## src/rtl/iomem_master.sv

```systemverilog
// iomem_master: bus initiator for the PicoSoC iomem peripheral port.
//
// Takes one read or write command at a time on a valid/ready command channel and runs it as a
// single iomem transaction. It then waits for the responder's iomem_ready pulse, with an
// optional timeout, and returns read data and error status on a valid/ready response channel.
//
// Parameters:
//   TIMEOUT_CYCLES  max cycles iomem_valid stays high; 0 waits forever
//
// Ports:
//   clk, reset                 clock, asynchronous active-high reset
//   cmd_valid/cmd_ready        command handshake
//   cmd_addr/wdata/wstrb       command fields (wstrb == 0 means read)
//   rsp_valid/rsp_ready        response handshake
//   rsp_rdata, rsp_error       read data (0 for writes, all-ones on timeout), timeout flag
//   iomem_valid/ready          bus request / responder completion pulse
//   iomem_addr/wdata/wstrb     bus request fields
//   iomem_rdata                bus read data
//   busy                       high whenever a transaction is in flight
module iomem_master #(
    parameter int unsigned TIMEOUT_CYCLES = 255
) (
    input  logic        clk,
    input  logic        reset,

    input  logic        cmd_valid,
    output logic        cmd_ready,
    input  logic [31:0] cmd_addr,
    input  logic [31:0] cmd_wdata,
    input  logic [3:0]  cmd_wstrb,

    output logic        rsp_valid,
    input  logic        rsp_ready,
    output logic [31:0] rsp_rdata,
    output logic        rsp_error,

    output logic        iomem_valid,
    input  logic        iomem_ready,
    output logic [3:0]  iomem_wstrb,
    output logic [31:0] iomem_addr,
    output logic [31:0] iomem_wdata,
    input  logic [31:0] iomem_rdata,

    output logic        busy
);

    localparam int unsigned CW = (TIMEOUT_CYCLES == 0) ? 1 : $clog2(TIMEOUT_CYCLES + 1);

    localparam logic [CW-1:0] CNT_MAX  = {CW{1'b1}};
    localparam logic [CW-1:0] CNT_ONE  = CW'(1);
    // Counter value seen on the last permitted BUS cycle.
    localparam logic [CW-1:0] CNT_LAST = (TIMEOUT_CYCLES == 0) ? CNT_MAX
                                                               : CW'(TIMEOUT_CYCLES - 1);

    localparam logic [1:0] IDLE = 2'd0;
    localparam logic [1:0] BUS  = 2'd1;
    localparam logic [1:0] RESP = 2'd2;

    logic [1:0]    state_q, state_d;
    logic [CW-1:0] cnt_q, cnt_d;
    logic          cmd_ready_q, cmd_ready_d;
    logic [31:0]   addr_q, addr_d;
    logic [31:0]   wdata_q, wdata_d;
    logic [3:0]    wstrb_q, wstrb_d;
    logic [31:0]   rdata_q, rdata_d;
    logic          error_q, error_d;

    always_comb begin
        state_d = state_q;
        cnt_d   = cnt_q;
        addr_d  = addr_q;
        wdata_d = wdata_q;
        wstrb_d = wstrb_q;
        rdata_d = rdata_q;
        error_d = error_q;

        case (state_q)
            IDLE: begin
                if (cmd_ready_q && cmd_valid) begin
                    addr_d  = cmd_addr;
                    wdata_d = cmd_wdata;
                    wstrb_d = cmd_wstrb;
                    cnt_d   = '0;
                    state_d = BUS;
                end
            end
            BUS: begin
                // Ready takes priority, so a completion on the final allowed cycle is not an error.
                if (iomem_ready) begin
                    rdata_d = (wstrb_q == 4'h0) ? iomem_rdata : 32'h0;
                    error_d = 1'b0;
                    state_d = RESP;
                end else if ((TIMEOUT_CYCLES != 0) && (cnt_q == CNT_LAST)) begin
                    rdata_d = 32'hFFFF_FFFF;
                    error_d = 1'b1;
                    state_d = RESP;
                end else if (cnt_q != CNT_MAX) begin
                    cnt_d = cnt_q + CNT_ONE;
                end
            end
            RESP: begin
                if (rsp_ready) begin
                    state_d = IDLE;
                end
            end
            default: begin
                state_d = IDLE;
            end
        endcase

        // Registered so cmd_ready reads 0 while reset is held and needs no path from any input.
        cmd_ready_d = (state_d == IDLE);
    end

    always_ff @(posedge clk or posedge reset) begin
        if (reset) begin
            state_q     <= IDLE;
            cnt_q       <= '0;
            cmd_ready_q <= 1'b0;
            addr_q      <= 32'h0;
            wdata_q     <= 32'h0;
            wstrb_q     <= 4'h0;
            rdata_q     <= 32'h0;
            error_q     <= 1'b0;
        end else begin
            state_q     <= state_d;
            cnt_q       <= cnt_d;
            cmd_ready_q <= cmd_ready_d;
            addr_q      <= addr_d;
            wdata_q     <= wdata_d;
            wstrb_q     <= wstrb_d;
            rdata_q     <= rdata_d;
            error_q     <= error_d;
        end
    end

    assign cmd_ready   = cmd_ready_q;
    assign iomem_valid = (state_q == BUS);
    assign iomem_addr  = addr_q;
    assign iomem_wdata = wdata_q;
    assign iomem_wstrb = wstrb_q;
    assign rsp_valid   = (state_q == RESP);
    assign rsp_rdata   = rdata_q;
    assign rsp_error   = error_q;
    assign busy        = (state_q != IDLE);

endmodule

```

## config.mk

```make
export PLATFORM = sky130hd
export DESIGN_NAME = iomem_master
export DESIGN_NICKNAME = d
export VERILOG_FILES = /design/src/rtl/iomem_master.sv
export SDC_FILE = /design/constraint.sdc
export NUM_CORES = 1
export LEC_CHECK = 0
export CORE_MARGIN = 10
export CORE_UTILIZATION = 42
export CTS_CLUSTER_DIAMETER = 60
export DETAILED_ROUTE_END_ITERATION = 16
export PLACE_DENSITY_LB_ADDON = 0.1
export SLEW_MARGIN = 10
export SYNTH_ARGS = -nofsm -noshare
export SYNTH_HDL_FRONTEND = slang
export SYNTH_SLANG_ARGS = --single-unit
export TNS_END_PERCENT = 20
```

## constraint.sdc

```tcl
create_clock -name clk -period 3.81 [get_ports clk]
set_clock_uncertainty 0.15 [all_clocks]
set_input_delay 0.381 -clock clk [delete_from_list [all_inputs] [get_ports clk]]
set_output_delay 0.381 -clock clk [all_outputs]
set_load 0.005 [all_outputs]
```

# After elaboration in Yosys (flattened, before gate mapping)
# Cells that the tools add are included.
# word_totals
regBits	112
inputBits	105
output_inout_bits	105
word_cells	42
# classes
add_sub_neg	1
eq_ne	8
n_mux	15
reduce_logical	10
# op_table
operator	count
$mux W32	3
$mux W8	4
$pmux W8 S2	1
$add A8 B1 Y8 const B	1
$eq A8 B8 Y1 const B	1
$mux W2	4
$ne A8 B8 Y1 const B	1
$ne A2 B2 Y1 const B	3
$pmux W2 S3	1
$reduce_bool A2 Y1	3
$reduce_and A5 Y1	1
$logic_not A2 Y1	2
$logic_not A4 Y1	1
$reduce_and A2 Y1	2
$eq A2 B1 Y1 const B	1
$eq A2 B2 Y1 const B	1
$mux W1	2
$ne A2 B1 Y1 const B	1
$logic_and A1 B1 Y1	1

# Longest topological paths before layout
# Gate-level depths: netlist of run 1.
# logic_depth
ltp_word	5
ltp_mapped	7
mapped_depth_nobuf	6

# Least setup slack after synthesis of run 1
# OpenSTA, ideal clock, no wires.
# synth_path
path_kind	register -> register
from	register cnt_q[0]
to	register cnt_q[7]
setup_time_ns	0.130
arrival_time_ns	1.414
required_time_ns	3.530
slack_ns	2.116
stages_incl_launch_ff	7
n_path_buf	0
synth_period_minus_slack_ns	1.694
path_cell_list	dfrtp_1 inv_1 ha_1 and3_2 a21o_1 a22oi_4 o221ai_2
# synth_via
elab_chain_cells	5
elab_cells_between_ends	10
classes_between	add/sub (1); eq/ne (4); mux (4); reduce/logical (1)
# synth_rtl
item	line_no	rtl
from (decl)	60	logic [CW-1:0] cnt_q, cnt_d;
from (signal assigned)	127	cnt_q <= cnt_d;
$add A8 B1 Y8	98	cnt_d = cnt_q + CNT_ONE;
$mux W8	97	end else if (cnt_q != CNT_MAX) begin
$mux W8	93	end else if ((TIMEOUT_CYCLES != 0) && (cnt_q == CNT_LAST)) begin
$mux W8	89	if (iomem_ready) begin
$pmux W8 S2	77	case (state_q)
# Several ways; a longest one is shown, not always the timed one. The select of a mux whose other input is x is not followed.
# A chain may end at the register's enable or synchronous reset.

# Worst setup path after layout of run 1
# layout_path
from	register state_q[1]
to	output port iomem_valid
# layout_via
elab_chain_cells	1
# layout_rtl
item	line_no	rtl
from (decl)	59	logic [1:0] state_q, state_d;
from (signal assigned)	126	state_q <= state_d;
$eq A2 B1 Y1	138	assign iomem_valid = (state_q == BUS);
to (decl)	37	output logic iomem_valid,
# No other way between the ends.

==> results by group, run 1 <==
Floorplan
  • Core area: 11000 um2
  • Die W: 127 um
  • Die area: 16100 um2
  • I/O Pins: 210
  • Rows: 38
  • Starting Density: 43.5%
  • Die span in y: 127 um

Setup path
  • Critical R2R Launch: state_q[1]
  • Worst setup SP type: register
  • Crit Path Max Fanout: 8
  • Critical Path Sink Type: primary output
  • Flop-to-flop setup slack: 1.39 ns
  • Required time worst endpoint: 3.28 ns
  • Path depth of the worst reg2reg path: 4
  • Reg-to-Reg End: rsp_rdata[14]
  • Worst setup path start: state_q[1]
  • Critical path class: reg2out
  • Worst EP arrival: 1.98 ns
  • CP endpoint: iomem_valid

Place
  • Buffers on Ports: 209
  • Placed insts: 797
  • Post-detail-place hpwl: 10500 um
  • Placer Congestion: 0.886

Clocking
  • Root Buffer: clkbuf_16
  • CTS tree: built
  • CTS H-tree lvls: 3
  • TritonCTS sink count: 112
  • Clk buf depth: 2
  • Clk_lat worst skew: 0.33 ns
  • Cts repair resizes: 0
  • Hold Buf Count CTS: 0
  • Reg clk slew, reported paths: 0.07 ns
  • CTS buffer count: 9
  • Post CTS Setup Buffer Count: 0

Timing
  • Final setup TNS: 0 ns
  • Worst slew pin tran: 0.982 ns
  • Slew headroom: 34.6%
  • Final setup vio count: 0
  • Final Max Tran Viols: 0
  • Crit share post-route: 66.0%
  • Final min period: 2.51 ns
  • FMAX: 398 MHz
  • Unrepaired setup endpoints after global routing: false
  • Hold Fails Final Rpt: 0

Finish
  • Most frequent cells in the layout: 241 x nand2_1, 209 x clkdlybuf4s50_1, 112 x dfrtp_1
  • Fill cells: 932
  • Non-filler instance count after layout: 813
  • Layout area overhead: 50.8%
  • Nets: 775
  • Commonest non-fill, non-tap cell in the layout: nand2_1
  • Layout cells sized above 1: 9.36%
  • ANT cells: 0

Routing
  • Vias: 3974
  • Post-route ant nets: 0
  • Iteration-0 DRC count of the detailed router: 247
  • DR pass1 iterations: 7
  • DRC Markers: 0
  • Routed vias/inst: 4.89
  • Wirelength per Cell: 17.4 um
  • Post-Route WL: 14100 um

Global route
  • First-pass GRT wire length: 22400 um
  • Vias in the first global route: 4096
  • Total track usage: 17.1%
  • Antenna violations before repair: 0
  • GRT overflow: 0
  • Largest net degree at the start of global routing: 91

Synthesis
  • Syn. warnings: 0
  • Synth cell types: 39
  • Flops & latches, synth: 112
  • Post-synthesis cell area: 4800 um2
  • Average instance area after synthesis: 10.2 um2
  • Sequential-to-total area share from yosys stat: 58.4%
  • Post-Syn Nets: 578
  • Syn Inst Count: 471

Run status
  • Status: finished, final reports clean

Pwr
  • Comb pwr share: 46.9%
  • Static leakage: 3.25 nW
  • Clock network power share: 15.5%
  • Seq pwr share: 37.6%
  • Pint: 3.74 mW
  • Psw: 1.85 mW
  • Pwr/cell area: 773 nW/um2
  • VDD IR max: 0.398 mV
  • Switching part of the total power: 33.1%

Job
  • Max-Cap Viols: 0

Hold path
  • Hold WC Path Type: in2async
cell type report:
type                    instances  area (um2)  share of cell area (%)
inverters                       8        32.5                   0.450
multi-input cells             323        1810                    25.1
clock inverters                 3        17.5                   0.242
clock buffers                  13         250                    3.46
repair buffers                214        2140                    29.6
flip-flops and latches        112        2800                    38.7
well taps                     140         175                    2.42
registers in the layout (all words and copies together) (netlist names):
register,cells
rsp_error,1
iomem_addr,32
rsp_rdata,32
iomem_wstrb,4
cnt_q,8
cmd_ready,1
iomem_wdata,32
state_q,2
Yosys cell counts (all sizes together):
library cell  instances  area (um2)
a21o                  2        15.0
o21ai                 4        20.0
nand2               241         905
clkbuf               17        63.8
a211oi                2        32.5
or4                   1        7.51
and4                  2        17.5
o221ai                2        30.0
or2                   2        12.5
a31oi                 4        25.0
buf                  11         118
inv                   8        30.0
o211ai                1        7.51
dfrtp               112        2800
and3                  1        7.51
ha                    2        25.0
a22oi                 1        21.3
nand2b                2        12.5
nor3                  2        10.0
nand3                 3        15.0
a21oi                 1        16.3
o22ai                 2        12.5
or3                   1        6.26
nor2                  4        31.3
a41oi                 1        8.76
xnor2                 2        17.5
nor4                  1        12.5
a2bb2oi              32         468
and2                  1        6.26
nand4                 3        18.8
nor2b                 2        12.5
nor4bb                1        10.0
cell families (layout without fill, tap and decap cells):
family | Yosys count | in the layout | share of synthesized area [%]
adders and majority gates | 2 | 2 | 0.521
DFF | 112 | 112 | 58.4
buffers and inverters | 36 | 238 | 4.41
and+or+nand+nor | 267 | 267 | 22.6
xor gates and xnor gates | 2 | 2 | 0.365
AOI/OAI and AO/OA | 52 | 52 | 13.7
metrics by stage:
stage	cell area [um2]	setup slack, ns	util, %	power, mW	hold WS, ns
3_5_place_dp	6970	1.38	63.2	4.79	0.312
3_3_place_gp	6970	1.41	63.2	4.72	0.307
5_1_grt	7230	1.16	65.6	5.99	0.221
2_1_floorplan	4800	0.320	-	3.27	0.320
6_report	7230	1.30	65.6	5.59	0.200
4_1_cts	7230	1.25	65.6	5.68	0.203
how the worst min path moves through the flow:
stage,slack [ns],cells after the start,to,startpoint
after floorplan,0.32,2,iomem_addr[0],iomem_addr[0]
after global placement,0.31,2,iomem_wdata[27],iomem_wdata[27]
after detailed placement,0.31,2,iomem_wdata[2],iomem_wdata[2]
after CTS,0.20,2,iomem_wdata[30],reset
after global routing,0.22,2,iomem_wdata[30],reset
final,0.20,2,iomem_addr[0],reset
layer usage:
| layer | track usage, % | vias up | wire length, um |
|---|---|---|---|
| li1 | - | 1920 | - |
| met3 | 9.29 | 12 | 1840 |
| met4 | 5.02 | 0 | 155 |
| met2 | 26.3 | 156 | 6470 |
| met1 | 20.3 | 1886 | 5650 |
| met5 | 0 | - | 0 |
worst max-delay path, cell delays in order (launching register included):
cell	delay, ns
dfrtp_1	0.43
nand2b_1	0.41
inv_2	0.26
clkdlybuf4s50_1	0.55
power groups by stage:
stage	sequential [mW]	combinational [mW]	clock (mW)
after global routing	2.18	2.87	0.940
after CTS	2.11	2.68	0.897
final	2.10	2.62	0.869
after floorplan	2.12	1.15	0
after detailed placement	2.12	2.67	0
after global placement	2.09	2.63	0
Power figures use the tool's default switching activity.
==> run 2, diff against run 1 <==
Clock period 3.81 ns to 2.4 ns, I/O delays scaled along.
==> run 2 against run 1 <==
Sequential cell count unchanged. Via count increased by 1.2%. First-iteration DRC count up 20%. Worst hold slack improved by 0.031 ns. Largest power group unchanged. Die area unchanged. Core utilization grew 1.2 points. Setup slack worse by 0.93 ns. Final cell count rose by 0.25%. Count of clock-buffer cells in the layout decreased by 1. Sequential share of layout area fell by 0.67 points.
==> results by group, run 2 (synthesis gave the netlist of run 1 again) <==
Finish
  • Layout cells sized above 1: 9.93%
  • Layout area overhead: 53.4%
  • Most frequent cells in the layout: 241 x nand2_1, 209 x clkdlybuf4s50_1, 112 x dfrtp_1
  • Reg area: 2800 um2
  • Final Core Density: 66.7%
  • Fill cells: 926
  • ANT cells: 0
  • Nets: 778
  • Commonest non-fill, non-tap cell in the layout: nand2_1
  • Footprint of the multi-input gates: 1810 um2

Clocking
  • Cts repair resizes: 0
  • Hold Buf Count CTS: 0
  • CTS buffer count: 9
  • Post CTS Setup Buffer Count: 0
  • CTS H-tree lvls: 3
  • Clk_lat worst skew: 0.34 ns
  • CTS tree: built
  • Clk buf depth: 2
  • Reg clk slew, reported paths: 0.07 ns
  • Root Buffer: clkbuf_16
  • TritonCTS sink count: 112

Pwr
  • Seq pwr share: 36.3%
  • Psw: 2.95 mW
  • Final total power: 9.18 mW
  • VDD IR max: 0.627 mV
  • Comb pwr share: 46.0%
  • Pwr/cell area: 1250 nW/um2
  • Switching part of the total power: 32.1%
  • Clock network power share: 17.7%
  • Static leakage: 3.31 nW
  • Pint: 6.24 mW

Floorplan
  • Rows: 38
  • Die W: 127 um
  • I/O Pins: 210
  • Die area: 16100 um2
  • Starting Density: 43.5%
  • Core area: 11000 um2
  • Die span in y: 127 um

Routing
  • Iteration-0 DRC count of the detailed router: 297
  • Vias: 4021
  • Post-route ant nets: 0
  • Wirelength per Cell: 17.3 um
  • Routed vias/inst: 4.93
  • Post-Route WL: 14100 um
  • DRC Markers: 0
  • DR pass1 iterations: 6

Timing
  • Final Max Tran Viols: 0
  • Final min period: 2.03 ns
  • Slew headroom: 58.4%
  • Final setup TNS: 0 ns
  • FMAX: 491 MHz
  • Unrepaired setup endpoints after global routing: false
  • Hold Fails Final Rpt: 0
  • Worst slew pin tran: 0.623 ns
  • Crit share post-route: 84.8%
  • Final setup vio count: 0

Setup path
  • Crit Path Max Fanout: 8
  • Worst EP arrival: 1.64 ns
  • Max incr delay on CP: 0.53 ns
  • Required time worst endpoint: 2.01 ns
  • Worst setup SP type: register
  • Flop-to-flop setup slack: 0.50 ns
  • Critical path class: reg2out
  • Path depth of the worst reg2reg path: 5
  • Critical Path Sink Type: primary output
  • Max stage delay cell, worst path: clkdlybuf4s50_1
  • Stages on worst setup path: 3
  • Critical Path, Cell by Cell: nand2b_1 > inv_2 > clkdlybuf4s50_1
  • CP delay by family, top: buffers and inverters
  • Critical R2R Launch: cnt_q[4]
  • WP buf/inv: 2
  • Reg-to-Reg End: rsp_rdata[11]

Global route
  • First-pass GRT wire length: 22500 um
  • Total track usage: 17.1%
  • GRT overflow: 0
  • Largest net degree at the start of global routing: 113
  • Antenna violations before repair: 0
  • Vias in the first global route: 4124

Place
  • Post-detail-place hpwl: 10300 um
  • Placer Congestion: 0.844
  • Buffers on Ports: 209

Hold path
  • Hold WC Path Type: in2async

Job
  • Max-Cap Viols: 0

Run status
  • Status: finished, final reports clean
## run 2: worst max-delay path by stage
stage	from	endpoint
floorplan	reset	cmd_ready
global placement	cmd_valid	cnt_q[7]
detailed placement	cnt_q[0]	rsp_rdata[11]
CTS	state_q[1]	iomem_valid
global route	state_q[1]	iomem_valid
finish	state_q[1]	iomem_valid
## run 2: final cells by class
type                    instances  area share [%]
inverters                       8           0.459
clock buffers                  12            3.48
well taps                     140            2.38
repair buffers                217            30.1
flip-flops and latches        112            38.1
clock inverters                 3           0.884
multi-input cells             323            24.6
## run 2: worst reg2reg max path, delay by kind of cell (launching register included)
| kind | cells | cell delay (ns) |
|---|---|---|
| and+or+nand+nor | 2 | 0.68 |
| DFF | 1 | 0.47 |
| AOI/OAI and AO/OA | 2 | 0.28 |
| buffers and inverters | 1 | 0.24 |
## run 2: routing by layer
layer	part of all wire [%]	vias to the layer above	global-route usage, %
met5	0	-	0
met4	1.5	0	5.36
met3	12	13	8.50
met2	46	154	26.4
met1	41	1924	20.3
li1	-	1930	-
## run 2: power groups by stage
stage	combinational, mW	sequential (mW)	clock [mW]
global route	4.65	3.45	1.73
detailed placement	4.30	3.37	0
floorplan	1.82	3.37	0
global placement	4.23	3.32	0
finish	4.22	3.33	1.62
CTS	4.31	3.34	1.66
## run 2: per-stage QoR
stage	cell area (um2)	setup WS, ns	hold slack [ns]	instances
4_1_cts	7360	0.348	0.259	815
6_report	7360	0.365	0.231	815
3_5_place_dp	7040	0.500	0.311	800
5_1_grt	7360	0.266	0.269	815
2_1_floorplan	4800	0.653	0.195	471
3_3_place_gp	7040	0.530	0.306	800
